**config.mk**
```make
export PLATFORM = sky130hd
export DESIGN_NAME = vga_platform_renderer
export DESIGN_NICKNAME = d
export VERILOG_FILES = /design/src/rtl/vga_platform_renderer.sv
export SDC_FILE = /design/constraint.sdc
export NUM_CORES = 1
export LEC_CHECK = 0
export ABC_CLOCK_PERIOD_IN_PS = 3000
export BUFFER_PORTS_ARGS = -buffer_cell sky130_fd_sc_hd__buf_4
export CELL_PAD_IN_SITES_DETAIL_PLACEMENT = 0
export CELL_PAD_IN_SITES_GLOBAL_PLACEMENT = 2
export CORE_MARGIN = 8
export CORE_UTILIZATION = 35
export CTS_CLUSTER_SIZE = 12
export DETAILED_ROUTE_END_ITERATION = 6
export HOLD_SLACK_MARGIN = 0.06
export MAX_ROUTING_LAYER = met4
export PLACE_DENSITY_LB_ADDON = 0.05
export SLEW_MARGIN = 30
export SYNTH_ARGS = -nofsm -noshare
export SYNTH_HDL_FRONTEND = slang
export SYNTH_SLANG_ARGS = --single-unit
```
**constraint.sdc**
```tcl
create_clock -name clk -period 3 [get_ports clk]
set_clock_uncertainty 0.05 [all_clocks]
set_input_delay 0.45 -clock clk [delete_from_list [all_inputs] [get_ports clk]]
set_output_delay 0.45 -clock clk [all_outputs]
set_load 0.05 [all_outputs]
```
**src/rtl/vga_platform_renderer.sv**
```systemverilog
// VGA timing generator, pixel-clock divider and N-platform renderer with
// per-platform holes that scroll horizontally once per frame (wrap-around).
// Adjacent platforms scroll in opposite directions; dir swaps the pairing.
module vga_platform_renderer #(
  parameter int H_ACTIVE   = 640,
  parameter int H_FP       = 16,
  parameter int H_SYNC     = 96,
  parameter int H_BP       = 48,
  parameter int V_ACTIVE   = 480,
  parameter int V_FP       = 10,
  parameter int V_SYNC     = 2,
  parameter int V_BP       = 33,
  parameter int CLK_DIV    = 2,
  parameter int N_PLAT     = 4,
  parameter int PLAT_Y0    = 100,
  parameter int PLAT_PITCH = 96,
  parameter int PLAT_H     = 16,
  parameter int HOLE_W     = 64,
  parameter int HOLE_STEP  = 2,
  parameter logic [2:0] COLOR_BG   = 3'b001,
  parameter logic [2:0] COLOR_PLAT = 3'b010
) (
  input  logic       clk,
  input  logic       reset,
  input  logic       scroll_en,
  input  logic       dir,
  output logic [2:0] rgb,
  output logic       hsync,
  output logic       vsync,
  output logic [9:0] hcount,
  output logic [9:0] vcount,
  output logic       frame_tick
);

  localparam int H_TOTAL  = H_ACTIVE + H_FP + H_SYNC + H_BP;
  localparam int V_TOTAL  = V_ACTIVE + V_FP + V_SYNC + V_BP;
  localparam int HS_START = H_ACTIVE + H_FP;
  localparam int HS_END   = HS_START + H_SYNC;
  localparam int VS_START = V_ACTIVE + V_FP;
  localparam int VS_END   = VS_START + V_SYNC;
  localparam int DIV_W    = (CLK_DIV > 1) ? $clog2(CLK_DIV) : 1;
  localparam int HOLE_GAP = H_ACTIVE / N_PLAT;

  // True when pixel x lies in the hole starting at hx; the hole may wrap
  // past the right edge and continue from x=0.
  function automatic logic in_hole(input logic [9:0] x, input logic [9:0] hx);
    logic [10:0] x_w, hx_w, hend;
    x_w  = {1'b0, x};
    hx_w = {1'b0, hx};
    hend = hx_w + 11'(HOLE_W);
    if (hend <= 11'(H_ACTIVE))
      in_hole = (x_w >= hx_w) && (x_w < hend);
    else
      in_hole = (x_w >= hx_w) || (x_w < hend - 11'(H_ACTIVE));
  endfunction

  // True when line y is one of platform i's rows.
  function automatic logic in_rows(input logic [9:0] y, input int i);
    int top;
    top     = PLAT_Y0 + i * PLAT_PITCH;
    in_rows = (int'(y) >= top) && (int'(y) < top + PLAT_H);
  endfunction

  // Hole moved right by one step, wrapped back into [0, H_ACTIVE).
  function automatic logic [9:0] step_right(input logic [9:0] hx);
    logic [10:0] s;
    s = {1'b0, hx} + 11'(HOLE_STEP);
    if (s >= 11'(H_ACTIVE)) s = s - 11'(H_ACTIVE);
    step_right = 10'(s);
  endfunction

  // Hole moved left by one step, wrapped back into [0, H_ACTIVE).
  function automatic logic [9:0] step_left(input logic [9:0] hx);
    logic [10:0] s;
    if ({1'b0, hx} < 11'(HOLE_STEP))
      s = {1'b0, hx} + 11'(H_ACTIVE) - 11'(HOLE_STEP);
    else
      s = {1'b0, hx} - 11'(HOLE_STEP);
    step_left = 10'(s);
  endfunction

  // ---- stage p0: pixel enable, raster counters, hole positions ----
  logic [DIV_W-1:0] div_p0;
  logic [9:0]       h_p0, v_p0;
  logic [9:0]       hole_x [N_PLAT];
  logic             pe, h_last, v_last, plat_hit, active;

  assign pe         = (div_p0 == DIV_W'(CLK_DIV - 1));
  assign h_last     = (h_p0 == 10'(H_TOTAL - 1));
  assign v_last     = (v_p0 == 10'(V_TOTAL - 1));
  assign frame_tick = pe && h_last && (v_p0 == 10'(V_ACTIVE - 1));
  assign active     = (h_p0 < 10'(H_ACTIVE)) && (v_p0 < 10'(V_ACTIVE));

  // Divide clk down to the pixel rate; with CLK_DIV=1 the count stays 0 and pe stays high.
  always_ff @(posedge clk or negedge reset) begin
    if (!reset)  div_p0 <= '0;
    else if (pe) div_p0 <= '0;
    else         div_p0 <= div_p0 + 1'b1;
  end

  // Raster scan: h advances per pixel, v advances when h wraps.
  always_ff @(posedge clk or negedge reset) begin
    if (!reset) begin
      h_p0 <= '0;
      v_p0 <= '0;
    end else if (pe) begin
      if (h_last) begin
        h_p0 <= '0;
        v_p0 <= v_last ? 10'd0 : v_p0 + 10'd1;
      end else begin
        h_p0 <= h_p0 + 10'd1;
      end
    end
  end

  // Move every hole once per frame at the start of vertical blanking.
  always_ff @(posedge clk or negedge reset) begin
    if (!reset) begin
      for (int i = 0; i < N_PLAT; i++) hole_x[i] <= 10'(i * HOLE_GAP);
    end else if (frame_tick && scroll_en) begin
      for (int i = 0; i < N_PLAT; i++) begin
        if ((i % 2 == 0) != dir) hole_x[i] <= step_right(hole_x[i]);
        else                     hole_x[i] <= step_left(hole_x[i]);
      end
    end
  end

  // Platform hit test for the current raster position.
  always_comb begin
    plat_hit = 1'b0;
    for (int i = 0; i < N_PLAT; i++)
      if (in_rows(v_p0, i) && !in_hole(h_p0, hole_x[i])) plat_hit = 1'b1;
  end

  // ---- stage p1: registered, mutually aligned VGA outputs ----
  logic [2:0] rgb_p1;
  logic       hsync_p1, vsync_p1;
  logic [9:0] hcount_p1, vcount_p1;

  // Capture colour, syncs and coordinates of the current pixel on each pe.
  always_ff @(posedge clk or negedge reset) begin
    if (!reset) begin
      rgb_p1    <= 3'b000;
      hsync_p1  <= 1'b1;
      vsync_p1  <= 1'b1;
      hcount_p1 <= '0;
      vcount_p1 <= '0;
    end else if (pe) begin
      rgb_p1    <= active ? (plat_hit ? COLOR_PLAT : COLOR_BG) : 3'b000;
      hsync_p1  <= !((h_p0 >= 10'(HS_START)) && (h_p0 < 10'(HS_END)));
      vsync_p1  <= !((v_p0 >= 10'(VS_START)) && (v_p0 < 10'(VS_END)));
      hcount_p1 <= h_p0;
      vcount_p1 <= v_p0;
    end
  end

  assign rgb    = rgb_p1;
  assign hsync  = hsync_p1;
  assign vsync  = vsync_p1;
  assign hcount = hcount_p1;
  assign vcount = vcount_p1;

endmodule

```
Word level (Yosys, flattened, before mapping) --
Cells that the tools add are included.
Word-level totals: output and inout port bits 26, bits in read-only memories 0, memory bits (writable) 0, memories kept 0, bits in registers 86, latch bits 0, word-level logic and storage cells 138, bits of input ports 4
Cells by class: $add $sub $neg 31, shift-type cells 0, mux-type cells 25, div/mod/pow operators 0, multipliers 0, reductions and logical operators 29, eq/ne operators 3, magnitude comparators 38, bitwise operators 0
Operators with widths (count):
- $mux 10 | 14
- $lt 10x11->1 | 8
- $sub 10x2->10 const B | 8
- $add 10x2->11 const B | 4
- $add 10x7->11 const B | 4
- $ge 11x10->1 const B | 4
- $le 11x10->1 const B | 4
- $sub 11x10->11 const B | 4
- $add 10x10->10 const B | 4
- $ge 10x10->1 | 4
- $lt 10x2->1 const B | 4
- $lt 10x9->1 const B | 4
- $sub 10x10->10 const B | 4
- $ge 10x9->1 const B | 3
- $add 10x1->10 const B | 2
- $eq 10x10->1 const B | 2
- $lt 10x10->1 const B | 2
- $logic_and 1x1->1 | 18
- $eq 10x9->1 const B | 1
- $ge 10x10->1 const B | 1
- $ge 10x7->1 const B | 1
- $ge 10x8->1 const B | 1
- $lt 10x7->1 const B | 1
- $lt 10x8->1 const B | 1
- 6 further kinds | 23

Depth between registers and ports, before layout --
Gate-level depths: netlist (run 1).
depth after elaboration 13, gate-level depth with buffers 14, gate-level depth less buffers 13

Worst setup path before layout (run 1) --
Ideal clock, no wire load.
kind reg-to-reg, start reg hole_x[7] (netlist name), end reg rgb_p1[1], in the netlist rgb[1], arrival 2.755 ns, path buffers 1, cell stages (with the launch flop) 14, clock period less this slack 2.938 ns, data required time 2.817 ns, path slack 0.062 ns, library setup time 0.133 ns, path through dfstp_2 > clkbuf_1 > inv_2 > ha_1 > inv_1 > ha_1 > xnor2_1 > ha_1 > a211o_1 > nor4_1 > o31a_1 > a21oi_1 > nor3b_1 > a22oi_1
Between the ends: longest elaborated chain between the ends 10, elaborated cells between the ends (all ways) 14, classes of those cells add/sub (2); order compare (4); mux (4); reduce/logical (4)
RTL lines:
- from (decl) | line 85 | logic [9:0] hole_x [N_PLAT];
- from (signal, indexed assignment) | line 122 | if ((i % 2 == 0) != dir) hole_x[i] <= step_right(hole_x[i]);
- from (signal, indexed assignment) | line 123 | else hole_x[i] <= step_left(hole_x[i]);
- $add 10x7->11 | line 50 | hend = hx_w + 11'(HOLE_W);
- $sub 11x10->11 | line 54 | in_hole = (x_w >= hx_w) || (x_w < hend - 11'(H_ACTIVE));
- $lt 10x11->1 | line 54
- $logic_or 1x1->1 | line 54
- $mux 1 * | line 51 | if (hend <= 11'(H_ACTIVE))
- $logic_not 1->1 * | line 132 | if (in_rows(v_p0, i) && !in_hole(h_p0, hole_x[i])) plat_hit = 1'b1;
- $logic_and 1x1->1 * | line 132
- $mux 1 * | line 132
- $mux 2 * (2 in series) | line 149 | rgb_p1 <= active ? (plat_hit ? COLOR_PLAT : COLOR_BG) : 3'b000;
- to (signal assigned) | line 149
- to (decl) | line 136 | logic [2:0] rgb_p1;
Every way passes the cells marked *; elsewhere a longest branch is shown, timed or not. A chain may end at the register's enable or synchronous reset.

Worst setup path after layout (run 1) --
start reg hole_x[6] (netlist name), end reg rgb_p1[1], in the netlist rgb[1]
The elaborated chain is that of the path after synthesis.

==> flow_summary.toml, run 1 <==
[clock_network]
clkTransAtPathRegs_ns = 0.07
cts.sinks = 81
h-tree-depth = 3
cts_tree = "yes"
hold_buffers = 0
cts_made_buffers = 9
cts-root-buf = "clkbuf_16"
clockBufferDepth = 2
insertion_delay_ns = 0.34

[placed_design]
place_ws_ns = -0.00170
hpwl_um = 18100
port_buffers = 28
dp.cells = 1218
place_area_mm2 = 0.00850
gp_congestion = 0.864

[setup_path]
cp_slowest_cell = "dfstp_2"
max_stage_delay_ns = 0.63
r2r_slack_ns = 0.13
ff2ff_path_depth = 11
start_kind = "flop"
crit_type = "reg -> reg"
critical_path.endpoint_type = "flop"
r2r-start = "hole_x[6]"
arrival_ns = 3.03
cpMostUsedCell = "xnor2_2"
path_cells = "ha_2 -> xnor2_2 -> ha_4 -> xnor2_2 -> ha_1 -> a211o_1 -> nor4_2 -> o31a_1 -> a21oi_2 -> nor3b_2 -> a22oi_1"
crit_path_max_fanout = 7
cp_data_required_time_ns = 3.16
regToRegEndpoint = "rgb[1]"

[synthesis]
synth_top_area_cell = "dfrtp_1"
synthFlopType = "dfrtp_1"
synth_edf_count = 0
synth_cells = 899
synth_seq_area_share_pct = 26.6
yosysUniqueCellTypes = 78
synthTopCellsByArea = "dfrtp_1, ha_1, xnor2_1, dfstp_2, nor2_1"
yosys_warnings = 0
avgSynthCellArea_um2 = 8.54
syn_nets = 1012
synth_seq_cells = 81
syn_area_mm2 = 0.00767
synth_top_area_share_pct = 23.1
async_flop_share_pct = 100

[power_and_ir_drop]
total_power_w = 0.00227
p_leak_nw = 4.04
ir_drop_uv = 231
power_density_mw_per_mm2 = 254

[detailed_routing]
first_iter_violations = 426
drc = 0
num_vias = 6949
dr.pass1.iters = 5
ant_nets = 0
wirelength_um = 23700
viasPerCell = 5.60
avgRoutedWirePerCell_um = 19.1

[finish]
drive_gt1_share_pct = 17.5
antennaDiodeCount = 0
layout.nets = 1068
post-route-util_pct = 41.3
final_cell_mix = "ha_1, buf_4, nor2_1, dfrtp_1, inv_1"
mostFrequentLayoutCell = "ha_1"
fill_cells = 2194
multiInputGateArea_mm2 = 0.00531
stdcell_count = 1240
seq_area_mm2 = 0.00204
post-route-cell-area_mm2 = 0.00896
area_growth_pct = 16.7

[global_routing]
grt-ovfl-total = 0
grt_max_degree = 46
track_usage_pct = 18.6
antenna_found_initial = 0
grt_first_pass_wirelength_um = 38300
grt_pass1_vias = 6986

[floorplan]
die_w_um = 164
coreArea_mm2 = 0.0217
die-area_mm2 = 0.0269
rows = 54
start_util_pct = 35.4
die_y_um = 164
io_pins = 30

[sta]
slew_viol_final = 0
worstMarginPinSlew_ns = 0.641
final_hold_viol_count = 0
setup_violations = 0
relSlewSlack_pct = 57.3
finalWorstSetupSlack_ns = 0.135
fmax_ghz = 0.349
rsz0062_at_grt = "yes"
post-route-period-util_pct = 95.5
period_minus_slack_ns = 2.87

[job]
cap_violations = 0

[status]
outcome = "finished clean"

[worst_hold_path]
hp-class = "in -> async"
==> worst max-delay path by stage <==
stage | slack [ns] | from | to | cells after the start
after global routing | -0.06 | hole_x[6] | hole_x[7] | 10
after CTS | 0.01 | hole_x[36] | rgb[0] | 13
after floorplan | 0.06 | hole_x[7] | rgb[1] | 13
final | 0.13 | hole_x[6] | rgb[1] | 11
after global placement | 0.12 | hole_x[6] | rgb[1] | 12
after detailed placement | -0.002 | hole_x[6] | rgb[1] | 12
==> critical path, delay by kind of cell, from the launching register on <==
| kind | cells | cell delay, ns |
|---|---|---|
| xor gates and xnor gates | 2 | 0.25 |
| adders and majority gates | 3 | 0.75 |
| DFF | 1 | 0.63 |
| and+or+nand+nor | 2 | 0.44 |
| AOI/OAI and AO/OA | 4 | 0.61 |
==> routing by layer <==
layer	vias to the layer above	GRT usage, %	share of wire [%]
met5	-	-	0
li1	3391	-	-
met4	0	5.12	1.5
met3	24	2.48	3.7
met1	3380	25.1	50
met2	154	28.7	45
==> stage by stage <==
step	TNS (ns)	hold WS, ns
2_1_floorplan	0	0.104
3_3_place_gp	0	0.432
3_5_place_dp	-0.00170	0.434
4_1_cts	0	0.0959
5_1_grt	-0.0785	0.119
6_report	0	0.0755
==> repair_timing <==
| action | 4_1_cts | 5_1_grt |
|---|---|---|
| hold endpoints to repair | 0 | 0 |
| cloned | 0 | 0 |
| pin swaps | 0 | 10 |
| buffers inserted | 0 | 6 |
| endpoints found under the setup margin | 1 | 3 |
| resized for setup | 1 | 23 |
==> registers in the layout, indices dropped and copies added, names as in the netlist <==
register	flops
v_p0	10
rgb	2
hole_x	36
div_p0	1
vcount	10
hsync	1
hcount	10
h_p0	10
vsync	1
==> synth_stat cells, types with 8 or more instances <==
cell	n
nor3_1	37
ha_1	109
o22ai_1	8
nand4_1	23
nand3_1	41
nor2_1	70
clkbuf_1	35
a31oi_1	16
nor4_1	10
o21ai_0	48
inv_1	66
o21a_1	8
dfstp_2	10
and3_1	14
a21oi_1	27
nand2_1	45
dfrtp_1	71
mux2i_1	10
xnor2_1	62
or3_1	8
mux2_2	22
a211oi_1	12
nand2b_1	10
==> cells by family after synthesis <==
logic type                 Yosys count  synth area share [%]
DFF                                 81                  26.6
adders and majority gates          109                  17.8
AOI/OAI and AO/OA                  194                  17.2
and+or+nand+nor                    302                  20.5
other                                1                0.0489
buffers and inverters              113                  5.75
muxes                               32                  4.53
xor gates and xnor gates            67                  7.65
==> area by class of cell <==
cell class	count	share of cell area [%]
inverters	70	2.99
clock inverters	5	0.433
well taps	280	3.91
repair buffers	88	7.80
multi-input cells	705	59.2
flip-flops and latches	81	22.8
clock buffers	11	2.82
==> power by group <==
part	switching, W	internal [W]	leakage, nW
registers	0	0.00109	0.942
clock network	0.000501	0.000612	0.142
logic	0.0000509	0.0000170	2.96
Note: power is estimated with default switching activity, not from simulation.
==> run 2: changes to the inputs <==
--- a/config.mk
+++ b/config.mk
@@ -10,7 +10,7 @@
 export CELL_PAD_IN_SITES_DETAIL_PLACEMENT = 0
 export CELL_PAD_IN_SITES_GLOBAL_PLACEMENT = 2
 export CORE_MARGIN = 8
-export CORE_UTILIZATION = 35
+export CORE_UTILIZATION = 25
 export CTS_CLUSTER_SIZE = 12
 export DETAILED_ROUTE_END_ITERATION = 6
 export HOLD_SLACK_MARGIN = 0.06
==> run 2 against run 1 <==
Net effect: count of clock-buffer cells in the layout fell by 1; first-iteration DRC count is 7.0% lower; fmax fell by 0.67%; utilization shrank 12 points; register-to-register slack worse by 0.02 ns; non-clock buffer count is 4 higher.
==> flow_summary.toml, run 2 (synthesized netlist as in run 1, its figures left out) <==
[power_and_ir_drop]
power_density_mw_per_mm2 = 264
p_leak_nw = 4.05
total_power_w = 0.00239
ir_drop_uv = 249

[clock_network]
clkTransAtPathRegs_ns = 0.07
h-tree-depth = 3
cts_tree = "yes"
hold_buffers = 0
clockBufferDepth = 2
cts-root-buf = "clkbuf_16"
cts_made_buffers = 9
insertion_delay_ns = 0.36
cts.sinks = 81

[detailed_routing]
num_vias = 7052
ant_nets = 0
dr.pass1.iters = 5
first_iter_violations = 396
wirelength_um = 26900
viasPerCell = 5.19
drc = 0
avgRoutedWirePerCell_um = 19.8

[setup_path]
start_kind = "flop"
cpMostUsedCell = "ha_1"
startpoint = "hole_x[7]"
r2r-start = "hole_x[7]"
regToRegEndpoint = "rgb[0]"
arrival_ns = 3.13
crit_path_max_fanout = 6
path_cells = "inv_2 -> ha_2 -> inv_1 -> ha_1 -> xnor2_1 -> ha_1 -> a211o_1 -> nor4_2 -> o31a_1 -> a21oi_2 -> nor3_1 -> a22o_1"
r2r_slack_ns = 0.12
max_stage_delay_ns = 0.59
cp_data_required_time_ns = 3.25
critical_path.endpoint_type = "flop"
endpoint = "rgb[0]"
cp_slowest_cell = "dfstp_2"
ff2ff_path_depth = 12
crit_type = "reg -> reg"

[global_routing]
grt_max_degree = 54
grt_first_pass_wirelength_um = 41600
track_usage_pct = 15.1
antenna_found_initial = 0
grt-ovfl-total = 0
grt_pass1_vias = 7072

[sta]
final_hold_viol_count = 0
worstMarginPinSlew_ns = 0.799
period_minus_slack_ns = 2.88
finalWorstSetupSlack_ns = 0.116
relSlewSlack_pct = 46.7
timing.hold.ws_ns = 0.133
slew_viol_final = 0
post-route-period-util_pct = 96.1
fmax_ghz = 0.347
setup_violations = 0

[floorplan]
die_w_um = 191
die-area_mm2 = 0.0366
start_util_pct = 25.2
io_pins = 30
rows = 64
die_y_um = 191
coreArea_mm2 = 0.0304

[finish]
layout.nets = 1072
stdcell_count = 1360
largest_reg_flops = 36
fill_cells = 3220
top_register = "hole_x"
drive_gt1_share_pct = 16.6
area_growth_pct = 18.0
mostFrequentLayoutCell = "ha_1"
final_cell_mix = "ha_1, buf_4, dfrtp_1, nor2_1, inv_1"
antennaDiodeCount = 0

[job]
cap_violations = 0

[placed_design]
dp.cells = 1342
place_ws_ns = -0.0508
gp_congestion = 0.815
hpwl_um = 20600
port_buffers = 28

[status]
outcome = "finished clean"

[worst_hold_path]
hp-class = "in -> async"
-- run 2: cell types whose count changed in the layout (fill, tap and decap cells not counted), sizes merged --
cell / before / now
inv: 70 / 72
clkinvlp: 1 / 0
clkbuf: 11 / 10
bufinv: 0 / 1
clkinv: 4 / 3
buf: 88 / 92
-- run 2: per-stage QoR --
step                instance area [um2]  setup TNS (ns)  util (%)
floorplan                          7670               0         -
global placement                   8680       -0.000698      28.5
detailed placement                 8680         -0.0508      28.5
CTS                                8990               0      29.5
global route                       9050         -0.0226      29.8
finish                             9050               0      29.8
-- run 2: metal layers --
metal | wire length (um) | GRT usage, % | vias to the layer above
met2 | 12200 | 23.6 | 143
met1 | 13400 | 20.4 | 3481
met4 | 538 | 4.11 | 0
met5 | 0 | - | -
li1 | - | - | 3399
met3 | 831 | 1.90 | 29
-- run 2: worst max-delay path: cells and delay by family (launching register included) --
family | cells | cell delay, ns
simple gates | 2 | 0.35
flops | 1 | 0.59
buf+inv | 2 | 0.12
fa+ha+maj | 3 | 0.84
xor+xnor | 1 | 0.19
compound gates | 4 | 0.68
-- run 2: final cells by class --
cell class / instances / area, um2 / area share, %
multi-input cells: 705 / 5250 / 58.0
clock buffers: 10 / 229 / 2.53
clock inverters: 6 / 73.8 / 0.815
repair buffers: 92 / 703 / 7.77
well taps: 396 / 495 / 5.47
flip-flops and latches: 81 / 2040 / 22.5
inverters: 70 / 263 / 2.90
-- run 2: worst min-delay path by stage --
stage                      end  slack (ns)  cells past startpoint
floorplan               div_p0        0.10                      0
global placement         vsync        0.43                      2
detailed placement       vsync        0.43                      2
CTS                 hole_x[26]        0.17                      1
global route        hole_x[23]        0.19                      1
finish              hole_x[23]        0.13                      1
-- run 2: report_power, final --
| part | internal, W | switching [W] |
|---|---|---|
| sequential | 0.00109 | 0 |
| combinational | 0.0000160 | 0.0000534 |
| clock | 0.000661 | 0.000565 |
-- run 2: timing repair --
action / in CTS / in global routing
endpoints found under the setup margin: 1 / 3
gates resized for setup: 1 / 9
pin swaps: 0 / 1
setup buffers: 0 / 2
==> run 3: changes to the inputs <==
--- a/config.mk
+++ b/config.mk
@@ -16,7 +16,9 @@
 export HOLD_SLACK_MARGIN = 0.06
 export MAX_ROUTING_LAYER = met4
 export PLACE_DENSITY_LB_ADDON = 0.05
+export SETUP_SLACK_MARGIN = 0.2
 export SLEW_MARGIN = 30
 export SYNTH_ARGS = -nofsm -noshare
 export SYNTH_HDL_FRONTEND = slang
 export SYNTH_SLANG_ARGS = --single-unit
+export TNS_END_PERCENT = 50
==> run 3 against run 2 <==
Net effect: wire length grew 1.8%; critical path depth did not move; count of clock-buffer cells in the layout unchanged; highest routed layer unchanged.
==> flow_summary.toml, run 3 (synthesized netlist as in run 1, its figures left out) <==
[setup_path]
critical_path.endpoint_type = "flop"
path_cells = "inv_2 -> ha_4 -> inv_2 -> ha_4 -> xnor2_1 -> ha_1 -> o21a_1 -> o21ai_0 -> o31a_1 -> a21oi_2 -> nor3_2 -> a22o_1"
r2r-start = "hole_x[7]"
max_stage_delay_ns = 0.60
cp_slowest_cell = "dfstp_2"
regToRegEndpoint = "rgb[0]"
startpoint = "hole_x[7]"
crit_path_max_fanout = 6
ff2ff_path_depth = 12
cp_data_required_time_ns = 3.19
crit_type = "reg -> reg"
arrival_ns = 2.95
r2r_slack_ns = 0.24
start_kind = "flop"

[placed_design]
gp_congestion = 0.839
hpwl_um = 20800
port_buffers = 28
place_area_mm2 = 0.00871

[detailed_routing]
ant_nets = 0
viasPerCell = 5.11
drc = 0
avgRoutedWirePerCell_um = 20.0
wirelength_um = 27400
first_iter_violations = 408
num_vias = 7023
dr.pass1.iters = 5

[finish]
multiInputGateArea_mm2 = 0.00545
fill_cells = 3261
antennaDiodeCount = 0
post-route-cell-area_mm2 = 0.00938
final_cell_mix = "buf_4, ha_1, nor2_1, dfrtp_1, inv_1"
largest_reg_flops = 36
layout.nets = 1086
area_growth_pct = 22.3
mostFrequentLayoutCell = "buf_4"
seq_area_mm2 = 0.00204
drive_gt1_share_pct = 20.9
top_register = "hole_x"

[sta]
period_minus_slack_ns = 2.76
relSlewSlack_pct = 50.5
timing.setup.tns_ns = 0
final_hold_viol_count = 0
setup_violations = 0
rsz0062_at_grt = "yes"
fmax_ghz = 0.362
worstMarginPinSlew_ns = 0.732
post-route-period-util_pct = 92.1
slew_viol_final = 0

[floorplan]
die_y_um = 191
coreArea_mm2 = 0.0304
die-area_mm2 = 0.0366
io_pins = 30
die_w_um = 191
start_util_pct = 25.2
rows = 64

[power_and_ir_drop]
p_comb_share_pct = 3.0
power_density_mw_per_mm2 = 255
sw_frac_of_total_pct = 25.9
p_seq_share_pct = 45.7
p_leak_nw = 4.14
ir_drop_uv = 304
total_power_w = 0.00239
switchingPower_w = 0.000619
clkPwrFrac_pct = 51.3
p_int_w = 0.00177

[clock_network]
cts_made_buffers = 9
h-tree-depth = 3
insertion_delay_ns = 0.35
cts.sinks = 81
clockBufferDepth = 2
clkTransAtPathRegs_ns = 0.08
cts_tree = "yes"
cts-root-buf = "clkbuf_16"

[status]
outcome = "finished clean"

[global_routing]
grt_pass1_vias = 7196
grt_first_pass_wirelength_um = 43200
antenna_found_initial = 0
grt_max_degree = 63
track_usage_pct = 15.6
grt-ovfl-total = 0

[worst_hold_path]
min_delay_worst_endpoint = "vsync"
hold_depth = 2
worstHoldStart = "vsync"
hp-class = "reg -> reg"

[job]
cap_violations = 0
==> run 3: cell types whose count changed in the layout (fill, tap and decap cells not counted), moves of 3 or more <==
cell / previous run / this run
ha_1: 107 / 98
ha_4: 1 / 8
inv_1: 66 / 62
dfrtp_2: 0 / 3
inv_2: 3 / 6
dfrtp_1: 71 / 68
buf_4: 91 / 102
xnor2_2: 1 / 7
xnor2_1: 61 / 55
==> run 3: cell type report <==
type / count / share of cell area [%]
clock buffer: 10 / 2.44
clock inverter: 6 / 0.800
inverter: 70 / 2.84
multi-input combinational: 705 / 58.1
sequential: 81 / 21.8
tap: 396 / 5.28
timing repair buffer: 106 / 8.81
==> run 3: critical path: cells and delay by family (launching register included) <==
kind / cells / cell delay (ns)
xor gates and xnor gates: 1 / 0.12
AOI/OAI and AO/OA: 5 / 0.92
and+or+nand+nor: 1 / 0.08
adders and majority gates: 3 / 0.76
DFF: 1 / 0.60
buffers and inverters: 2 / 0.12
==> run 3: timing repair <==
| action | in CTS | in global routing |
|---|---|---|
| pin swaps | 2 | 15 |
| resized for setup | 12 | 36 |
| setup endpoints to repair | 4 | 11 |
| hold buffers | 1 | 0 |
| hold endpoints to repair | 16 | 0 |
| setup buffers | 2 | 10 |
==> run 3: worst max path at each step <==
stage           endpoint  slack [ns]
2_1_floorplan     rgb[1]        0.17
3_3_place_gp      rgb[0]        0.11
3_5_place_dp      rgb[0]        0.01
4_1_cts           rgb[0]        0.18
5_1_grt        hole_x[7]        0.09
6_report          rgb[0]        0.24
==> run 3: per-layer routing <==
| metal | GRT usage [%] | vias up | part of all wire (%) |
|---|---|---|---|
| li1 | - | 3428 | - |
| met1 | 21.4 | 3447 | 50 |
| met2 | 24.6 | 128 | 46 |
| met3 | 1.88 | 20 | 2.7 |
| met4 | 3.14 | 0 | 1.3 |
| met5 | - | - | 0 |
==> run 3: power by group through the flow <==
stage                logic, W  registers (W)  clock network (W)
finish              0.0000719        0.00109            0.00123
global placement    0.0000732        0.00111                  0
CTS                 0.0000751        0.00109            0.00127
floorplan           0.0000285        0.00111                  0
global route        0.0000807        0.00109            0.00131
detailed placement  0.0000742        0.00111                  0
==> run 3: per-stage QoR <==
step | setup slack (ns) | hold slack [ns] | util (%) | std cells
6_report | 0.236 | 0.453 | 30.8 | 1374
5_1_grt | 0.0944 | 0.490 | 30.8 | 1374
2_1_floorplan | 0.175 | 0.104 | - | 899
3_3_place_gp | 0.105 | 0.338 | 28.6 | 1345
3_5_place_dp | 0.0107 | 0.344 | 28.6 | 1345
4_1_cts | 0.181 | 0.455 | 30.0 | 1364
